===== src/rtl/stopwatch_core.sv =====
// stopwatch_core
//   Timekeeping/control stage behind the button debouncers. Detects rising
//   edges of the clean start/stop, lap and clear levels, runs the
//   IDLE/RUN/PAUSE/LAP state machine and advances a 6-digit BCD time count
//   (MM:SS.cc) once per prescaled centisecond tick.
//
// Ports
//   clk         system clock, all logic on posedge
//   rst         synchronous active-high reset
//   start_stop  debounced start/stop level
//   lap         debounced lap level
//   clear       debounced clear level
//   digits      {m_tens, m_ones, s_tens, s_ones, cs_tens, cs_ones}, BCD
//   running     high in RUN and LAP
//   lap_active  high in LAP (display frozen on the lap register)
//   overflow    sticky, set when the time wraps past 59:59.99
module stopwatch_core #(
   parameter int TICK_DIV = 1000000,
   parameter int PRE_W    = 20
) (
   input  logic        clk,
   input  logic        rst,
   input  logic        start_stop,
   input  logic        lap,
   input  logic        clear,
   output logic [23:0] digits,
   output logic        running,
   output logic        lap_active,
   output logic        overflow
);

   typedef enum logic [1:0] {S_IDLE, S_RUN, S_PAUSE, S_LAP} state_t;

   state_t state_q, state_d;

   logic ss_prev_q, ss_prev_d;
   logic lap_prev_q, lap_prev_d;
   logic clr_prev_q, clr_prev_d;
   logic ev_clr, ev_ss, ev_lap;

   logic [PRE_W-1:0] pre_q, pre_d;
   logic             counting, tick;
   logic [23:0]      time_q, time_d;
   logic [23:0]      lap_reg_q, lap_reg_d;
   logic [24:0]      time_inc;
   logic             overflow_q, overflow_d;
   logic             running_q, running_d;
   logic             lap_active_q, lap_active_d;
   logic             do_clear, do_lap_latch;

   // One-centisecond BCD increment. Bit 24 of the result flags the wrap
   // from 59:59.99 to 00:00.00. Digit 3 (s_tens) and 5 (m_tens) roll at 5.
   function automatic logic [24:0] bcd_inc(input logic [23:0] t);
      logic [23:0] r;
      logic        c;
      logic [3:0]  lim;
      r = t;
      c = 1'b1;
      for (int i = 0; i < 6; i++) begin
         lim = (i == 3 || i == 5) ? 4'd5 : 4'd9;
         if (c) begin
            if (r[i*4 +: 4] == lim) begin
               r[i*4 +: 4] = 4'd0;
            end else begin
               r[i*4 +: 4] = r[i*4 +: 4] + 4'd1;
               c = 1'b0;
            end
         end
      end
      return {c, r};
   endfunction

   // Edge detect with fixed priority clear > start_stop > lap; a losing
   // edge is dropped for good, not deferred to a later cycle.
   always_comb begin
      ss_prev_d  = start_stop;
      lap_prev_d = lap;
      clr_prev_d = clear;
      ev_clr = clear & ~clr_prev_q;
      ev_ss  = start_stop & ~ss_prev_q & ~ev_clr;
      ev_lap = lap & ~lap_prev_q & ~ev_clr & ~ev_ss;
   end

   // State register
   always_ff @(posedge clk) begin
      if (rst) begin
         state_q <= S_IDLE;
      end else begin
         state_q <= state_d;
      end
   end

   // Next-state logic
   always_comb begin
      state_d      = state_q;
      do_clear     = 1'b0;
      do_lap_latch = 1'b0;
      case (state_q)
         S_IDLE: begin
            if (ev_ss) state_d = S_RUN;
         end
         S_RUN: begin
            if (ev_ss) begin
               state_d = S_PAUSE;
            end else if (ev_lap) begin
               state_d      = S_LAP;
               do_lap_latch = 1'b1;
            end
         end
         S_LAP: begin
            if (ev_ss)       state_d = S_PAUSE;
            else if (ev_lap) state_d = S_RUN;
         end
         S_PAUSE: begin
            if (ev_clr) begin
               state_d  = S_IDLE;
               do_clear = 1'b1;
            end else if (ev_ss) begin
               state_d = S_RUN;
            end
         end
         default: state_d = S_IDLE;
      endcase
   end

   // Output logic: status flags follow the next state so they are correct
   // in the first cycle of the new state.
   always_comb begin
      running_d    = (state_d == S_RUN) || (state_d == S_LAP);
      lap_active_d = (state_d == S_LAP);
      digits       = (state_q == S_LAP) ? lap_reg_q : time_q;
      running      = running_q;
      lap_active   = lap_active_q;
      overflow     = overflow_q;
   end

   // Prescaler and time count. The tick is qualified by the current state,
   // so a tick landing on a pause edge still counts. PAUSE keeps the
   // prescaler residue.
   always_comb begin
      counting = (state_q == S_RUN) || (state_q == S_LAP);
      tick     = counting && (pre_q == PRE_W'(TICK_DIV - 1));
      time_inc = bcd_inc(time_q);

      pre_d      = pre_q;
      time_d     = time_q;
      overflow_d = overflow_q;
      lap_reg_d  = do_lap_latch ? time_q : lap_reg_q;

      if (counting) begin
         pre_d = tick ? '0 : pre_q + 1'b1;
      end
      if (tick) begin
         time_d = time_inc[23:0];
         if (time_inc[24]) overflow_d = 1'b1;
      end
      if (do_clear) begin
         pre_d      = '0;
         time_d     = '0;
         overflow_d = 1'b0;
      end
   end

   always_ff @(posedge clk) begin
      if (rst) begin
         // History at 1: a button held through reset release is not an edge.
         ss_prev_q    <= 1'b1;
         lap_prev_q   <= 1'b1;
         clr_prev_q   <= 1'b1;
         pre_q        <= '0;
         time_q       <= '0;
         overflow_q   <= 1'b0;
         running_q    <= 1'b0;
         lap_active_q <= 1'b0;
      end else begin
         ss_prev_q    <= ss_prev_d;
         lap_prev_q   <= lap_prev_d;
         clr_prev_q   <= clr_prev_d;
         pre_q        <= pre_d;
         time_q       <= time_d;
         overflow_q   <= overflow_d;
         running_q    <= running_d;
         lap_active_q <= lap_active_d;
      end
   end

   // Lap register only matters while in LAP, which always loads it first.
   always_ff @(posedge clk) begin
      lap_reg_q <= lap_reg_d;
   end

endmodule


===== config.mk =====
export PLATFORM = sky130hd
export DESIGN_NAME = stopwatch_core
export DESIGN_NICKNAME = d
export VERILOG_FILES = /design/src/rtl/stopwatch_core.sv
export SDC_FILE = /design/constraint.sdc
export NUM_CORES = 1
export LEC_CHECK = 0
export CAP_MARGIN = 20
export CORE_ASPECT_RATIO = 0.8
export CORE_UTILIZATION = 51
export CTS_CLUSTER_DIAMETER = 150
export CTS_CLUSTER_SIZE = 24
export DETAILED_ROUTE_END_ITERATION = 8
export PLACE_DENSITY = 0.75
export RECOVER_POWER = 100
export SYNTH_ARGS = -nofsm -noshare
export SYNTH_HDL_FRONTEND = slang
export SYNTH_SLANG_ARGS = --single-unit

===== constraint.sdc =====
create_clock -name clk -period 1.8 [get_ports clk]
set_input_delay 0.36 -clock clk [delete_from_list [all_inputs] [get_ports clk]]
set_output_delay 0.36 -clock clk [all_outputs]
set_load 0.01 [all_outputs]

==> impl_metrics.env <==
export IMPL_status="finished with violations"
export IMPL_violations="negative setup slack"
export IMPL_cp_data_arrival_time_ns=2.20
export IMPL_nets=453
export IMPL_ys_warn_count=0
export IMPL_cts_sinks=76
export IMPL_wl_per_cell_um=16.3
export IMPL_globalplace_congestion=0.825
export IMPL_cts_root_buffer="clkbuf_8"
export IMPL_cts_tree="done"
export IMPL_dr_pass1_iters=4
export IMPL_dieHeight_um=75.8
export IMPL_async_flop_share_pct=0
export IMPL_cts_max_level=3
export IMPL_via_count=3035
export IMPL_final_core_util_pct=75.0
export IMPL_p_switching_uw=704
export IMPL_fin_crit_sh_pct=106
export IMPL_drv_slew=0
export IMPL_synthCells=344
export IMPL_placedCellCount=506
export IMPL_antenna_found_initial=0
export IMPL_max_clock_path_buffers=2
export IMPL_synth_ff_type="dfxtp_1"
export IMPL_grt_max_degree=25
export IMPL_crit_required_ns=2.08
export IMPL_pwr_share_comb_pct=2.9
export IMPL_setup_viol=24
export IMPL_ys_types=45
export IMPL_ant_nets=0
export IMPL_coreArea_um2=6470
export IMPL_io_pins=32
export IMPL_grt_pass1_vias=2808
export IMPL_overflow=0
export IMPL_ir_drop_v=0.000587
export IMPL_setup_ws_ns=-0.114
export IMPL_grt_pass1_wl_um=13000
export IMPL_clkTransAtPathRegs_ns=0.08
export IMPL_placementRows=26
export IMPL_hold_viol=0
export IMPL_die_x_um=94.3
export IMPL_endpoint_kind="flop"
export IMPL_leakagePower_uw=0.00197
export IMPL_synth_area_leaders="dfxtp_1 30%, edfxtp_1 21%, mux2_2 7.8%, xor2_1 5.0%, nor2_1 4.2%"
export IMPL_diodes=0
export IMPL_start_kind="flop"
export IMPL_finalClockSkew_ns=0.0114
export IMPL_vias_per_cell=5.66
export IMPL_syn_area_per_cell_um2=10.1
export IMPL_portBuffers=31
export IMPL_synth_fp_nets=350
export IMPL_drive_gt1_share_pct=33.8
export IMPL_ys_seq_area_share_pct=50.7
export IMPL_worstSkewPairLatency_ns=0.36
export IMPL_p_seq_share_pct=53.8
export IMPL_crit_fanout=5
export IMPL_tightest_slew_ns=0.451
export IMPL_min_period_ns=1.91
export IMPL_numCtsBuffers=9
export IMPL_rsz0062_at_grt="true"
export IMPL_dp_hpwl_um=4940
export IMPL_totalWireLength_um=8760
export IMPL_cellPowerDensity_nw_per_um2=679
export IMPL_clkPwrFrac_pct=43.3
export IMPL_synth_top_area_cell="dfxtp_1"
export IMPL_dieArea_um2=7140
export IMPL_area_growth_pct=39.8
export IMPL_netlist_top_cells_count="52 x dfxtp_1, 39 x nor2_1, 24 x edfxtp_1, 24 x mux2_2, 23 x nand2_1"
export IMPL_maxCapViolCount=0
export IMPL_route_detailed_drc=0
export IMPL_hp_class="flop to flop"
export IMPL_yosys_area_top_type_share_pct=30.0
export IMPL_start_util_pct=53.6
export IMPL_stdcell_count=536
export IMPL_yosys_cell_count_top_type="dfxtp_1"
export IMPL_fmax_ghz=0.522
export IMPL_ys_seq_elements=76
export IMPL_synthesis_area_um2=3470
export IMPL_grt_use_total_pct=24.3
export IMPL_power_internal_uw=2590
export IMPL_relSlewSlack_pct=69.9
export IMPL_switching_share_pct=21.4
export IMPL_criticalPathCategory="flop to flop"
export IMPL_synth_enable_flop_cells=24
export IMPL_drt_iter0_drc=184
==> power groups by stage <==
stage	Sequential [µW]	Combinational, µW	Clock [µW]
4_1_cts	1770	104	1440
6_report	1770	95.0	1430
5_1_grt	1770	105	1510
3_3_place_gp	1810	97.7	0
2_1_floorplan	1810	43.2	0
3_5_place_dp	1810	100	0
==> metal layers <==
metal  track usage [%]  up-vias  wire, µm
met5                 0        -         0
met4              12.1        0       188
met3              6.49       19       433
met2              39.7       83      4190
met1              30.3     1492      3950
li1                  -     1441         -
==> path summary, 6_finish.rpt <==
check | slack [ns] | cells after the start | endpoint | startpoint
hold reg to reg | 0.52 | 0 | lap_reg_q[23]$_DFFE_PP_ | time_q[23]$_SDFFE_PP0P_
setup reg to reg | -0.11 | 6 | time_q[8]$_SDFFE_PP0P_ | pre_q[15]$_SDFFE_PP0P_
hold / removal | 0.52 | 0 | lap_reg_q[23]$_DFFE_PP_ | time_q[23]$_SDFFE_PP0P_
setup / recovery | -0.11 | 6 | time_q[8]$_SDFFE_PP0P_ | pre_q[15]$_SDFFE_PP0P_
==> critical path, cell delays in order (launching register included) <==
cell and delay (ns):
dfxtp_1 0.32, nand4b_1 0.22, nor4_4 0.36, buf_6 0.18, nand4_1 0.20, or3_1 0.40, a21oi_2 0.16
==> repair_timing <==
| action | 4_1_cts | 5_1_grt |
|---|---|---|
| cloned | 4 | 0 |
| pin swaps | 15 | 13 |
| endpoints found under the setup margin | 32 | 41 |
| hold buffers | 0 | 0 |
| setup buffers | 9 | 4 |
| gates resized for setup | 147 | 39 |
==> state kept, by name, summed over array words and instances, names as in the netlist, 2 cells and up <==
signal and count:
state_q 2, pre_q 20, time_q 24, lap_reg_q 24
==> per-stage QoR <==
stage | TNS, ns | power, µW | cell area [µm²] | setup slack (ns) | hold slack [ns]
floorplan | 0 | 1850 | 3480 | 0.0193 | 0.425
global placement | -3.34 | 1910 | 4340 | -0.136 | 0.476
detailed placement | -3.91 | 1910 | 4340 | -0.156 | 0.466
CTS | -2.06 | 3320 | 4830 | -0.134 | 0.514
global route | -2.69 | 3390 | 4850 | -0.158 | 0.530
finish | -1.17 | 3290 | 4850 | -0.114 | 0.518
==> cells in the final DEF (no fill, tap or decap), types with 7 or more instances in the layout <==
cell | Yosys | layout
nand4_1 | 15 | 15
buf_4 | 1 | 40
inv_1 | 9 | 9
nand2b_1 | 7 | 7
xor2_1 | 20 | 19
nand2_1 | 23 | 21
edfxtp_1 | 24 | 24
nor2b_1 | 7 | 7
mux2_4 | 0 | 19
nor2_1 | 39 | 39
clkbuf_8 | 0 | 9
buf_6 | 0 | 29
clkbuf_1 | 6 | 19
dfxtp_1 | 52 | 47
a21oi_1 | 20 | 13
o21ai_0 | 12 | 8
nand3_1 | 13 | 12
a21oi_2 | 0 | 7
==> kinds of logic after synthesis <==
kind of cell	count (synthesis)	synth area share [%]
and+or+nand+nor	150	23.9
DFF	76	50.7
AOI/OAI and AO/OA	43	7.03
muxes	30	9.51
xor gates and xnor gates	24	6.05
buffers and inverters	20	2.38
adders and majority gates	1	0.360
==> layout make-up <==
class | count | area [µm²]
clock buffers | 10 | 128
clock inverters | 6 | 88.8
fillers | 429 | 1620
inverters | 9 | 33.8
multi-input cells | 248 | 1840
flip-flops and latches | 76 | 1770
well taps | 84 | 105
repair buffers | 103 | 887
Note: power is estimated with default switching activity, not from simulation.
